==> config.mk <==
export PLATFORM = sky130hd
export DESIGN_NAME = norm_shift_ctrl_flat
export DESIGN_NICKNAME = d
export VERILOG_FILES = /design/src/rtl/norm_pkg.sv /design/src/rtl/norm_shift_ctrl_if.sv /design/src/rtl/norm_shift_ctrl.sv /design/src/flat_wrapper.sv
export SDC_FILE = /design/constraint.sdc
export NUM_CORES = 1
export LEC_CHECK = 0
export BUFFER_PORTS_ARGS = -buffer_cell sky130_fd_sc_hd__buf_4
export CORE_MARGIN = 1.5
export CORE_UTILIZATION = 49
export DETAILED_ROUTE_END_ITERATION = 10
export GPL_TIMING_DRIVEN = 0
export PLACE_DENSITY_LB_ADDON = 0.1
export SLEW_MARGIN = 20
export SYNTH_ARGS = -nofsm -noshare
export SYNTH_HDL_FRONTEND = slang
export SYNTH_SLANG_ARGS = --single-unit
==> constraint.sdc <==
create_clock -name clk -period 1.6 [get_ports clk]
set_input_delay 0.24 -clock clk [delete_from_list [all_inputs] [get_ports clk]]
set_output_delay 0.24 -clock clk [all_outputs]
set_load 0.005 [all_outputs]
==> src/rtl/norm_pkg.sv <==
// rtl/norm_pkg.sv - shared constants and state type for the normalisation controller
package norm_pkg;

  localparam int DATA_W = 8;               // operand width; the barrel shifter is fixed at 8
  localparam int SH_W   = 4;               // shift-code width, 2**SH_W > DATA_W
  localparam int CNT_W  = $clog2(DATA_W);  // scan counter / bit index width

  localparam logic [SH_W-1:0] SH_ZERO     = SH_W'(0);
  localparam logic [SH_W-1:0] SH_MAX_LEFT = SH_W'(DATA_W - 1);

  typedef enum logic [1:0] {
    IDLE = 2'd0,
    SCAN = 2'd1,
    DONE = 2'd2
  } state_t;

endpackage

==> src/rtl/norm_shift_ctrl_if.sv <==
// rtl/norm_shift_ctrl_if.sv - operand/result handshake bundle for the normalisation controller
//
// Signals:
//   in_valid, in_data   operand offered by the source
//   in_ready            controller can accept an operand
//   out_valid, out_data result: held operand
//   out_sh, out_zero    left-shift code and all-zero flag
//   out_ready           downstream consumes the result
// Modports: master = operand source / result sink, slave = controller.
interface norm_shift_ctrl_if;
  import norm_pkg::*;

  logic              in_valid;
  logic              in_ready;
  logic [DATA_W-1:0] in_data;
  logic              out_valid;
  logic              out_ready;
  logic [DATA_W-1:0] out_data;
  logic [SH_W-1:0]   out_sh;
  logic              out_zero;

  modport master (
    output in_valid, in_data, out_ready,
    input  in_ready, out_valid, out_data, out_sh, out_zero
  );

  modport slave (
    input  in_valid, in_data, out_ready,
    output in_ready, out_valid, out_data, out_sh, out_zero
  );

endinterface

==> src/rtl/norm_shift_ctrl.sv <==
// rtl/norm_shift_ctrl.sv - leading-zero scan controller feeding the barrel shifter
//
// Latches an operand, scans it MSB-first one bit per cycle and presents the
// operand plus the left-shift code that left-justifies it, with an all-zero flag.
// Ports:
//   clk  rising-edge clock
//   rst  asynchronous active-high reset
//   bus  norm_shift_ctrl_if.slave (in_valid/in_ready/in_data, out_valid/out_ready/
//        out_data/out_sh/out_zero)
// Optional feature macro: NORM_FAST_ZERO_EN (all-zero operand goes IDLE->DONE at accept).
module norm_shift_ctrl
  import norm_pkg::*;
(
  input  logic                clk,
  input  logic                rst,
  norm_shift_ctrl_if.slave    bus
);

  state_t            state, state_n;
  logic [CNT_W-1:0]  cnt, cnt_n;
  logic [DATA_W-1:0] data_q, data_n;
  logic [SH_W-1:0]   sh_q, sh_n;
  logic              zero_q, zero_n;

  logic [CNT_W-1:0]  idx;
  logic              scan_bit;

  // cnt counts leading zeros seen so far; idx walks from the MSB downward.
  assign idx      = CNT_W'(DATA_W - 1) - cnt;
  assign scan_bit = data_q[idx];

  always_ff @(posedge clk or posedge rst) begin
    if (rst) begin
      state  <= IDLE;
      cnt    <= '0;
      data_q <= '0;
      sh_q   <= SH_ZERO;
      zero_q <= 1'b0;
    end else begin
      state  <= state_n;
      cnt    <= cnt_n;
      data_q <= data_n;
      sh_q   <= sh_n;
      zero_q <= zero_n;
    end
  end

  always_comb begin
    state_n = state;
    cnt_n   = cnt;
    data_n  = data_q;
    sh_n    = sh_q;
    zero_n  = zero_q;
    case (state)
      IDLE: begin
        // in_ready is high throughout IDLE, so in_valid alone marks the accept.
        if (bus.in_valid) begin
          data_n = bus.in_data;
          cnt_n  = '0;
          zero_n = 1'b0;
`ifdef NORM_FAST_ZERO_EN
          if (bus.in_data == '0) begin
            sh_n    = SH_ZERO;
            zero_n  = 1'b1;
            state_n = DONE;
          end else begin
            state_n = SCAN;
          end
`else
          state_n = SCAN;
`endif
        end
      end
      SCAN: begin
        if (scan_bit) begin
          sh_n    = SH_W'(cnt);
          state_n = DONE;
        end else if (cnt != CNT_W'(SH_MAX_LEFT)) begin
          cnt_n = cnt + CNT_W'(1);
        end else begin
          // Scanned every bit without finding a one.
          sh_n    = SH_ZERO;
          zero_n  = 1'b1;
          state_n = DONE;
        end
      end
      DONE: begin
        // Returning to IDLE first means the next operand is taken a cycle later.
        if (bus.out_ready) begin
          state_n = IDLE;
        end
      end
      default: state_n = IDLE;
    endcase
  end

  assign bus.in_ready  = (state == IDLE);
  assign bus.out_valid = (state == DONE);
  assign bus.out_data  = data_q;
  assign bus.out_sh    = sh_q;
  assign bus.out_zero  = zero_q;

endmodule

==> src/flat_wrapper.sv <==
// flat-port wrapper written by rule: the top's interface ports become plain ports
module norm_shift_ctrl_flat import norm_pkg::*;
  (clk, rst, bus_in_valid, bus_in_data, bus_out_ready, bus_in_ready, bus_out_valid, bus_out_data, bus_out_sh, bus_out_zero);
  norm_shift_ctrl_if bus_i ();
  input  logic clk;
  input  logic rst;
  input wire logic [$bits(bus_i.in_valid)-1:0] bus_in_valid;
  input wire logic [$bits(bus_i.in_data)-1:0] bus_in_data;
  input wire logic [$bits(bus_i.out_ready)-1:0] bus_out_ready;
  output wire logic [$bits(bus_i.in_ready)-1:0] bus_in_ready;
  output wire logic [$bits(bus_i.out_valid)-1:0] bus_out_valid;
  output wire logic [$bits(bus_i.out_data)-1:0] bus_out_data;
  output wire logic [$bits(bus_i.out_sh)-1:0] bus_out_sh;
  output wire logic [$bits(bus_i.out_zero)-1:0] bus_out_zero;
  assign bus_i.in_valid = bus_in_valid;
  assign bus_i.in_data = bus_in_data;
  assign bus_i.out_ready = bus_out_ready;
  assign bus_in_ready = bus_i.in_ready;
  assign bus_out_valid = bus_i.out_valid;
  assign bus_out_data = bus_i.out_data;
  assign bus_out_sh = bus_i.out_sh;
  assign bus_out_zero = bus_i.out_zero;
  norm_shift_ctrl u_core (.clk(clk), .rst(rst), .bus(bus_i));
endmodule
# [Word-level counts from Yosys, hierarchy flattened]
# Cells that the tools add are included.
[op_classes] add_sub_neg=2 n_lt_le_gt_ge=1 eq_ne=10 muxes=17 n_reduce_logical=7
[op_table] cell="two-way mux 3 bit" n=3
[op_table] cell="two-way mux 2 bit" n=4
[op_table] cell="two-way mux 4 bit" n=2
[op_table] cell="inequality test 2 bit, second input constant" n=4
[op_table] cell="AND reduction 4 bit" n=2
[op_table] cell="one-hot mux 2 bit (3 select lines)" n=1
[op_table] cell="one-hot mux 3 bit (2 select lines)" n=1
[op_table] cell="less-than comparator 3 x 4 -> 1 bit, second input constant" n=1
[op_table] cell="two-way mux 1 bit" n=4
[op_table] cell="inequality test 2 x 1 -> 1 bit, second input constant" n=2
[op_table] cell="AND reduction 2 bit" n=2
[op_table] cell="adder 3 x 1 -> 3 bit, second input constant" n=1
[op_table] cell="binary-select mux 1 bit (select 3 bit)" n=1
[op_table] cell="inequality test 3 x 2 -> 1 bit, second input constant" n=1
[op_table] cell="inequality test 3 bit, second input constant" n=1
[op_table] cell="AND reduction 3 bit" n=1
[op_table] cell="subtractor 3 bit, first input constant" n=1
[op_table] cell="equality test 2 x 1 -> 1 bit, second input constant" n=1
[op_table] cell="equality test 2 bit, second input constant" n=1
[op_table] cell="logical NOT 2 bit" n=1
[op_table] cell="one-hot mux 1 bit (2 select lines)" n=1
[op_table] cell="nonzero test 2 bit" n=1
[totals] ff_bits=18 in_bits=12 output_inout_bits=15

# [Logic depth before layout (Yosys ltp)]
# Gate-level depths: netlist of run 1.
[logic_depth] depth_word=5 mapped_depth=5 mapped_depth_nobuf=5

# [Worst setup path after synthesis of run 1]
# Ideal clock, no wire load.
[synth_path] kind="flip-flop to flip-flop" from="register u_core.cnt[1]" to="register u_core.cnt[1]" setup_time_ps=80 arrival_ps=1365 required_time_ps=1520 slack_ps=155 path_stages_with_launch=5 n_path_buf=0 synth_period_minus_slack_ps=1445 path_cell_list="dfrtp_1 ha_1 ha_1 or3_4 o211ai_2"
[synth_between] elab_chain_len=5
[synth_lines] element="start, declared" line="norm_shift_ctrl.sv:20" text="logic [CNT_W-1:0] cnt, cnt_n;"
[synth_lines] element="start signal, assigned" line="norm_shift_ctrl.sv:41" text="cnt <= cnt_n;"
[synth_lines] element="subtractor 3 bit" line="norm_shift_ctrl.sv:29" text="assign idx = CNT_W'(DATA_W - 1) - cnt;"
[synth_lines] element="binary-select mux 1 bit (select 3 bit)" line="norm_shift_ctrl.sv:30" text="assign scan_bit = data_q[idx];"
[synth_lines] element="two-way mux 1 bit (implied by the code)" line="norm_shift_ctrl.sv:30"
[synth_lines] element="inequality test 2 bit (no source line)"
[synth_lines] element="AND reduction 4 bit (no source line)"
# Several ways; a longest one is shown, not always the timed one. The select of a mux whose other input is x is not followed.
# A chain may end at the register's enable or synchronous reset.

# [Final worst setup path of run 1]
# Same ends and word-level chain as after synthesis.

==> results by group, run 1 <==
Outcome
  • Status: completed

Die
  • CORE AREA: between 1500 and 2000 µm²
  • Starting Density: 51.58%
  • Die footprint: 2061 µm²
  • Num rows: 15
  • Die H: ~45 µm
  • IO Pins: 27
  • Die width: 45.40 µm

Synth
  • Warnings from Yosys: 0
  • Post-synth EDFFs: 0
  • Register area share after synthesis: 48.30%
  • Synth top area share: 48.30%
  • Syn nets: 87
  • Mapped Cells: 73
  • Yosys top cell by area: dfrtp_1
  • Synth Cell Area: 880.8 µm²
  • Synth Area per Inst: 12.07 µm²
  • Commonest cells post-synth: 17 x dfrtp_1, 8 x mux2_1, 7 x nand2_1, 4 x mux2i_1
  • Yosys cell types: 27
  • Synth top area cells: dfrtp_1 48%, mux2_1 10%, mux2i_1 4.5%, nand2_1 3.0%, ha_1 2.8%
  • Post-synth top flop: dfrtp_1
  • Ys async rst share: 100.0%
  • Most common cell in the netlist: dfrtp_1
  • FF+latch count, synth: 17

Power
  • Power per Cell Area: between 2000 and 2500 nW/µm²
  • VDD IR max: 1.198 mV
  • Lkg Pwr: 0.0005535 µW

Detailed routing
  • Per-cell routed wire length: 13.58 µm
  • DRT iter0 DRCs: 13
  • Via count: ~660
  • DR DRC count: 0
  • Post-route antenna net violation count: 0
  • DRT Pass-1 Iters: 5
  • Post-DR vias/cell: between 5 and 6
  • Final wirelength: about 1700 µm

Timing
  • Final Hold Fails: 0
  • Setup_tns: 0 ns
  • Worst slew margin: 57.33%
  • Slew @ Worst Pin: 0.6394 ns
  • Setup Skew: 0.008646 ns
  • Max Clk Rate: 640.6 MHz
  • Setup-failing EPs final: 0
  • Unrepaired setup endpoints after global routing: true
  • Final slew viol count: 0
  • Crit path time final: 1.561 ns
  • Period Utilization, post-route: roughly 98%

CTS
  • CTS Sinks: 17
  • CTS H-Tree Depth: 1
  • CTS root buffer: clkbuf_4
  • Total CTS buffers: 3
  • Worst-path clk slew: ~0.1 ns
  • CTS tree: done
  • Clk Latency, worst-skew pair: 0.29 ns
  • Hold_buf cts: 0
  • Max clock buf depth: 2

Global route
  • GR Overflow Total: 0
  • First-pass GRT wire length: 2766 µm
  • Number of global-route vias before repair: 623
  • Antenna violations before repair: 0
  • GRT Total Usage: 18.72%
  • Largest net degree at the start of global routing: 18

Placement
  • RePlAce Congestion: around 0.74
  • Dpl cell area: 1100 µm²
  • Hpwl dp: ~1200 µm
  • Port buffer count: 25

Layout
  • Fill count: 127
  • ANT cells: 0
  • Synthesis-to-layout area growth: 37.50%
  • Post-route cell area: 1211 µm²
  • # nets final: 118
  • Fraction of layout cells with a size suffix above 1: 43.69%

Setup path
  • WP data arrival: 1.78 ns
  • Maximum net fanout on the critical path: 8
  • CP Class: flop to flop
  • Worst reg2reg path endpoint: u_core.cnt[1]
  • R2R setup slack: 0.04 ns
  • FF-to-FF path depth: 5
  • Crit end category: flop
  • CP startpoint: u_core.cnt[1]
  • Reg2reg start: u_core.cnt[1]
  • CP required: 1.82 ns
  • Critical Path Start Type: flop

Min path
  • Hold WC Path Type: input port to asynchronous set/reset pin

Run
  • Max-capacitance violation count: 0
-- how the worst max path moves through the flow --
| stage | to | depth (start not counted) |
|---|---|---|
| 6_report | u_core.cnt[1] | 5 |
| 5_1_grt | u_core.state[0] | 5 |
| 4_1_cts | u_core.cnt[1] | 5 |
| 3_5_place_dp | u_core.cnt[0] | 4 |
| 3_3_place_gp | u_core.cnt[0] | 4 |
| 2_1_floorplan | u_core.cnt[1] | 4 |
-- registers in the layout (all words and copies together) (netlist names) --
name / count
u_core.bus.out_data: 8
u_core.bus.out_sh: 3
u_core.bus.out_zero: 1
u_core.cnt: 3
u_core.state: 2
-- layout by cell type (no fill, tap or decap), types with 2 or more instances in the layout --
cell       instances
nor2b_1            2
clkbuf_4           3
buf_4             27
a2bb2oi_1          2
nand2_1            7
nand2b_1           3
mux2_1             8
ha_1               2
a32o_1             2
inv_1              2
o211ai_2           2
mux2i_4            4
buf_6              2
or2_1              2
dfrtp_1           17
o22ai_4            2
o311ai_1           2
nor2_1             3
-- report_power, final --
part,leakage (µW),switching (µW),total [µW],internal (µW)
logic,0.000328,639,1420,785
clock network,0.0000150,134,231,96.9
registers,0.000211,219,844,625
total,0.000554,992,2500,1510
-- cells by family after synthesis --
| logic type | count (synthesis) | synth area share, % |
|---|---|---|
| compound gates | 13 | 15.91 |
| fa+ha+maj | 2 | 2.840 |
| buf+inv | 7 | 4.546 |
| flops | 17 | 48.30 |
| mux | 12 | 14.77 |
| other cells | 1 | 0.4257 |
| simple gates | 21 | 13.21 |
-- worst max-delay path, cell delays in order (launching register included) --
cell	delay (ns)
dfrtp_1	0.38
buf_6	0.15
mux2i_4	0.25
o22ai_4	0.14
or3_4	0.41
o211ai_2	0.16
-- final cells by class --
| class | count | area [µm²] | share of cell area (%) |
|---|---|---|---|
| Sequential cell | 17 | 425.4 | 35.12 |
| Multi-Input combinational cell | 49 | 486.7 | 40.19 |
| Inverter | 3 | 11.26 | 0.9298 |
| Tap cell | 25 | 31.28 | 2.583 |
| Timing Repair Buffer | 26 | 195.2 | 16.12 |
| Clock buffer | 4 | 26.28 | 2.169 |
| Buffer | 4 | 35.03 | 2.893 |
-- per-layer routing --
metal	track usage [%]	vias to the layer above	share of wire (%)
li1	-	325	-
met1	25.82	317	47
met2	29.01	16	48
met3	2.381	5	3.6
met4	8.824	0	1.6
met5	0	-	0
-- repair_timing --
action / CTS / global route
setup buffers: 0 / 1
endpoints found under the setup margin: 12 / 7
pin swaps: 0 / 3
gates resized for setup: 5 / 8
-- stage by stage --
step	setup WS [ns]	hold WS, ns	utilization [%]	power, µW	instances
after floorplan	0.1546	0.1661	-	1568	73
after global placement	-0.02401	0.3623	64.40	1954	123
after detailed placement	-0.03544	0.3690	64.40	1988	123
after CTS	0.02508	0.05505	67.33	2322	127
after global routing	-0.04914	0.09624	70.92	2666	128
final	0.03903	0.02538	70.92	2499	128
Note: power is estimated with default switching activity, not from simulation.
==> run 2: changes to the inputs <==
CORE_ASPECT_RATIO = 1.25   (was unset)
GPL_TIMING_DRIVEN = unset   (was 0)
==> run 2 against run 1 <==
  * Core utilization increased by 2.8 points
  * Sequential power increased by 2%
  * First-iteration DRC count decreased by 15%
  * Die area about the same
  * Global-route usage increased by 1.9 points
  * Cell count decreased by 6.3%
  * Clock power increased by 3%
  * Worst hold slack got worse by 0.0056 ns
  * Wire length increased by 6.4%
  * Setup slack got worse by 0.034 ns
  * Largest cell class unchanged
==> results by group, run 2 (synthesis gave the netlist of run 1 again) <==
Placement
  • Hpwl dp: 1337 µm (+9.7%)
  • Dpl cell area: 1085 µm² (-1.4%)
  • Port buffer count: 25 (unchanged)
  • Pre-CTS setup slack: -0.06139 ns (-0.02595 ns)
  • RePlAce Congestion: 0.7920 (+7.5%)

Setup path
  • CP cell instances: mux2i_2, o22ai_4, or3_4, o211ai_2
  • Reg2reg start: u_core.cnt[1]
  • Max incr delay on CP: 0.49 ns (+0.08 ns)
  • Critical Path Start Type: flop
  • Maximum net fanout on the critical path: 8 (unchanged)
  • Worst path slowest cell: dfrtp_2
  • Worst reg2reg path endpoint: u_core.cnt[1]
  • CP required: 1.82 ns (about the same)
  • CP Class: flop to flop
  • Buffers & Inverters on Critical Path: 0 (-1)
  • WP data arrival: 1.81 ns (+0.03 ns)
  • Crit end category: flop
  • FF-to-FF path depth: 4 (-1)
  • R2R setup slack: 0.005 ns (-0.03 ns)
  • Top delay family on crit path: flip-flops

Run
  • Max-capacitance violation count: 0 (unchanged)

CTS
  • CTS H-Tree Depth: 1 (unchanged)
  • Clk Latency, worst-skew pair: 0.30 ns (about the same)
  • CTS Sinks: 17 (unchanged)
  • Worst-path clk slew: 0.10 ns (about the same)
  • Total CTS buffers: 3 (unchanged)
  • Max clock buf depth: 2 (unchanged)
  • CTS tree: done
  • CTS root buffer: clkbuf_4
  • Hold_buf cts: 0 (unchanged)

Power
  • VDD IR max: 1.236 mV (+3.1%)
  • Comb power frac: 56.3% (-0.7 points)
  • Tot Pwr: 2518 µW (+0.77%)
  • Sw Share: 40.25% (+0.54 points)
  • Clk pwr share: 9.4% (+0.2 points)
  • Pint: 1504 µW (-0.14%)
  • Sw power: 1013 µW (+2.1%)
  • Power per Cell Area: 2107 nW/µm² (+2.1%)
  • Lkg Pwr: 0.0005400 µW (-2.5%)
  • Seq pwr share: 34.3% (+0.5 points)

Timing
  • Max Clk Rate: 626.8 MHz (-2.2%)
  • Crit path time final: 1.595 ns (+0.03435 ns)
  • Setup Skew: 0.005404 ns (-0.003242 ns)
  • Slew @ Worst Pin: 0.6427 ns (+0.003323 ns)
  • Final slew viol count: 0 (unchanged)
  • Setup_tns: 0 ns (unchanged)
  • Period Utilization, post-route: 99.71% (+2.1 points)
  • Setup-failing EPs final: 0 (unchanged)
  • Unrepaired setup endpoints after global routing: true
  • Worst slew margin: 57.10% (-0.22 points)
  • Final worst-path setup slack: 0.004684 ns (-0.03435 ns)
  • Final Hold Fails: 0 (unchanged)

Detailed routing
  • DRT iter0 DRCs: 11 (-2)
  • DRT Pass-1 Iters: 4 (-1)
  • DR DRC count: 0 (unchanged)
  • Final wirelength: 1850 µm (+6.4%)
  • Post-DR vias/cell: 5.583 (+7.8%)
  • Via count: 670 (+1.1%)
  • Per-cell routed wire length: 15.42 µm (+14%)
  • Post-route antenna net violation count: 0 (unchanged)

Layout
  • Max FFs per register: 8 (unchanged)
  • Storage cell area: 426.7 µm² (+0.29%)
  • Final core occ: 73.69% (+2.8 points)
  • Fill count: 104 (-18%)
  • Synthesis-to-layout area growth: 35.65%
  • Post-route cell area: 1195 µm² (-1.3%)
  • Multi-input logic area: 486.7 µm² (unchanged)
  • Most frequent cells in the layout: 28 x buf_4, 16 x dfrtp_1, 8 x mux2_1
  • Fraction of layout cells with a size suffix above 1: 46.08% (+2.4 points)
  • # nets final: 117 (-0.85%)
  • ANT cells: 0 (unchanged)
  • Leading cell type in the layout, fill and taps excluded: buf_4

Global route
  • GRT Total Usage: 20.62% (+1.9 points)
  • Number of global-route vias before repair: 615 (-1.3%)
  • GR Overflow Total: 0 (unchanged)
  • Antenna violations before repair: 0 (unchanged)
  • Largest net degree at the start of global routing: 18 (unchanged)
  • First-pass GRT wire length: 2801 µm (+1.3%)

Min path
  • Hold WC Path Type: input port to asynchronous set/reset pin

Die
  • Die H: 50.41 µm (+11%)
  • CORE AREA: 1622 µm² (-5.1%)
  • Die width: 40.92 µm (-9.9%)
  • Starting Density: 54.32% (+2.7 points)
  • Die footprint: 2063 µm² (about the same)
  • Num rows: 16 (+1)
  • IO Pins: 27 (unchanged)

Outcome
  • Status: completed
==> run 2: worst reg2reg max path, delay by kind of cell (launching register included) <==
| kind | cells | cell delay (ns) |
|---|---|---|
| DFF | 1 | 0.49 |
| and+or+nand+nor | 1 | 0.42 |
| AOI/OAI and AO/OA | 2 | 0.33 |
| muxes | 1 | 0.29 |
==> run 2: timing repair <==
action	in CTS	in global routing
setup buffers	1	0
setup endpoints to repair	7	7
resized for setup	2	12
==> run 2: cell type report <==
type / instances / area share (%)
Multi-Input combinational cell: 49 / 40.73
Inverter: 3 / 0.9424
Clock buffer: 4 / 2.199
Sequential cell: 17 / 35.71
Timing Repair Buffer: 29 / 18.53
Tap cell: 18 / 1.885
==> run 2: metrics by stage <==
stage                     std cells  hold WS [ns]
after floorplan                  73        0.1661
after global placement          115        0.3690
after detailed placement        115        0.3646
after CTS                       120       0.03413
after global routing            120       0.08748
final                           120       0.01980
==> run 2: metal layers <==
layer  vias up  share of wire (%)  GRT usage (%)
li1        323                  -              -
met1       322                 42          26.88
met2        20                 52          31.25
met3         5                3.4          2.655
met4         0                2.4          11.67
met5         -                  0              0
==> run 2: worst max path at each step <==
stage	from	to	slack [ns]	depth (start not counted)
finish	u_core.cnt[1]	u_core.cnt[1]	0.005	4
global route	u_core.cnt[1]	u_core.cnt[1]	-0.06	4
CTS	u_core.cnt[1]	u_core.cnt[1]	0.02	4
detailed placement	u_core.cnt[1]	u_core.cnt[1]	-0.06	4
global placement	u_core.cnt[1]	u_core.cnt[1]	0.007	4
floorplan	u_core.cnt[1]	u_core.cnt[1]	0.15	4
==> run 2: power groups by stage <==
stage                     clock network [µW]  registers (µW)  logic [µW]
final                                    238             863        1420
after floorplan                            0             773         795
after CTS                                248             806        1220
after detailed placement                   0             813        1200
after global routing                     259             900        1530
after global placement                     0             805        1170
==> run 3: changes to the inputs <==
CELL_PAD_IN_SITES_DETAIL_PLACEMENT = 1   (was unset)
CELL_PAD_IN_SITES_GLOBAL_PLACEMENT = 1   (was unset)
CORE_UTILIZATION = 38   (was 49)
==> run 3 against run 2 <==
  * Largest power group unchanged
  * Final area is 2.5% higher
  * Combinational power increased by 4%
  * Register-to-register slack is essentially flat
  * Setup slack worse by 0.0033 ns
  * Via count increased by 6.9%
  * Die area is 27% higher
  * Sequential share of layout area fell by 0.77 points
  * Cell count rose by 13%
  * First-iteration DRC count is 9.1% lower
==> results by group, run 3 (synthesis gave the netlist of run 1 again) <==
Outcome
  • Status: completed

Detailed routing
  • Post-route antenna net violation count: 0 (unchanged)
  • Per-cell routed wire length: 16.18 µm (+4.9%)
  • Final wirelength: 2200 µm (+19%)
  • Via count: 716 (+6.9%)
  • DRT iter0 DRCs: 10 (-1)
  • DR DRC count: 0 (unchanged)
  • DRT Pass-1 Iters: 4 (unchanged)
  • Post-DR vias/cell: 5.265 (-5.7%)

Timing
  • Setup-failing EPs final: 0 (unchanged)
  • Hold_ws: 0.03043 ns (+0.01063 ns)
  • Slew @ Worst Pin: 0.6505 ns (+0.007799 ns)
  • Final Hold Fails: 0 (unchanged)
  • Period Utilization, post-route: 99.91% (+0.21 points)
  • Worst slew margin: 56.58% (-0.52 points)
  • Max Clk Rate: 625.5 MHz (-0.21%)
  • Unrepaired setup endpoints after global routing: true
  • Final slew viol count: 0 (unchanged)
  • Setup Skew: 0.004290 ns (-0.001114 ns)
  • Setup_tns: 0 ns (unchanged)
  • Crit path time final: 1.599 ns (+0.003280 ns)

Setup path
  • FF-to-FF path depth: 4 (unchanged)
  • CP startpoint: u_core.cnt[1]
  • Setup crit end: u_core.state[0]
  • Maximum net fanout on the critical path: 7 (-1)
  • Worst reg2reg path endpoint: u_core.state[0]
  • WP data arrival: 1.81 ns (about the same)
  • R2R setup slack: 0.001 ns (about the same)
  • Reg2reg start: u_core.cnt[1]
  • CP required: 1.81 ns (about the same)
  • Critical Path Start Type: flop
  • Crit end category: flop
  • CP Class: flop to flop

Layout
  • Synthesis-to-layout area growth: 39.06%
  • ANT cells: 0 (unchanged)
  • Max FFs per register: 8 (unchanged)
  • Post-route cell area: 1225 µm² (+2.5%)
  • Most frequent cells in the layout: 31 x buf_4, 15 x dfrtp_1, 8 x mux2_1
  • Fill count: 252 (+140%)
  • Fraction of layout cells with a size suffix above 1: 48.57% (+2.5 points)
  • Leading cell type in the layout, fill and taps excluded: buf_4
  • # nets final: 120 (+2.6%)

Die
  • Die width: 46.06 µm (+13%)
  • CORE AREA: 2187 µm² (+35%)
  • Starting Density: 40.27% (-14 points)
  • IO Pins: 27 (unchanged)
  • Num rows: 19 (+3)
  • Die H: 56.83 µm (+13%)
  • Die footprint: 2618 µm² (+27%)

Global route
  • Number of global-route vias before repair: 757 (+23%)
  • Antenna violations before repair: 0 (unchanged)
  • GRT Total Usage: 18.80% (-1.8 points)
  • GR Overflow Total: 0 (unchanged)
  • First-pass GRT wire length: 3484 µm (+24%)
  • Largest net degree at the start of global routing: 18 (unchanged)

Run
  • Max-capacitance violation count: 0 (unchanged)

Power
  • Power per Cell Area: 2103 nW/µm² (-0.19%)
  • Lkg Pwr: 0.0005581 µW (+3.4%)
  • Tot Pwr: 2576 µW (+2.3%)
  • VDD IR max: 0.9547 mV (-23%)

CTS
  • CTS root buffer: clkbuf_4
  • Clk Latency, worst-skew pair: 0.29 ns (about the same)
  • CTS tree: done
  • Max clock buf depth: 2 (unchanged)
  • Total CTS buffers: 3 (unchanged)
  • Worst-path clk slew: 0.10 ns (about the same)
  • CTS Sinks: 17 (unchanged)
  • CTS H-Tree Depth: 1 (unchanged)

Placement
  • Dpl cell area: 1116 µm² (+2.9%)
  • Port buffer count: 25 (unchanged)
  • RePlAce Congestion: 0.7605 (-4.0%)
  • Hpwl dp: 1510 µm (+13%)

Min path
  • Hold WC Path Type: input port to asynchronous set/reset pin
## run 3: report_power, final
part	switching (µW)	internal [µW]
sequential	243	629
combinational	666	806
clock	139	92.9
total	1050	1530
## run 3: final cells by class
| type | count | area [µm²] | share of cell area (%) |
|---|---|---|---|
| Tap cell | 31 | 38.79 | 3.167 |
| Sequential cell | 17 | 427.9 | 34.93 |
| Timing Repair Buffer | 32 | 244.0 | 19.92 |
| Clock inverter | 1 | 5.005 | 0.4086 |
| Clock buffer | 3 | 22.52 | 1.839 |
| Inverter | 3 | 11.26 | 0.9193 |
| Multi-Input combinational cell | 49 | 475.5 | 38.82 |
## run 3: layer usage
metal / wire (µm) / track usage [%]
met5: 0 / 0
met4: 31 / 9.388
met3: 74 / 2.894
met2: 1279 / 31.55
met1: 814 / 22.06
## run 3: worst min-delay path by stage
stage | from | to | slack [ns] | cells after the start
after floorplan | rst | u_core.bus.out_data[0] | 0.17 | 1
after global placement | rst | u_core.bus.out_sh[2] | 0.38 | 2
after detailed placement | rst | u_core.bus.out_data[3] | 0.38 | 2
after CTS | rst | u_core.bus.out_data[3] | 0.05 | 2
after global routing | rst | u_core.bus.out_data[3] | 0.06 | 2
final | rst | u_core.bus.out_sh[2] | 0.03 | 2
## run 3: metrics by stage
step | instances | utilization, % | worst slack [ns]
2_1_floorplan | 73 | - | 0.1546
3_3_place_gp | 130 | 51.03 | -0.002894
3_5_place_dp | 130 | 51.03 | -0.04747
4_1_cts | 135 | 54.98 | 0.01375
5_1_grt | 136 | 56.01 | -0.06706
6_report | 136 | 56.01 | 0.001404
## run 3: critical path, stage by stage (launching register included)
cell and delay [ns]:
dfrtp_2 0.49, ha_1 0.25, ha_4 0.20, or3_4 0.42, a21oi_1 0.18
## run 3: timing repair
action	CTS	global route
buffers inserted	1	1
resized for setup	10	3
hold buffers	0	0
pin swaps	1	1
endpoints found under the setup margin	7	7
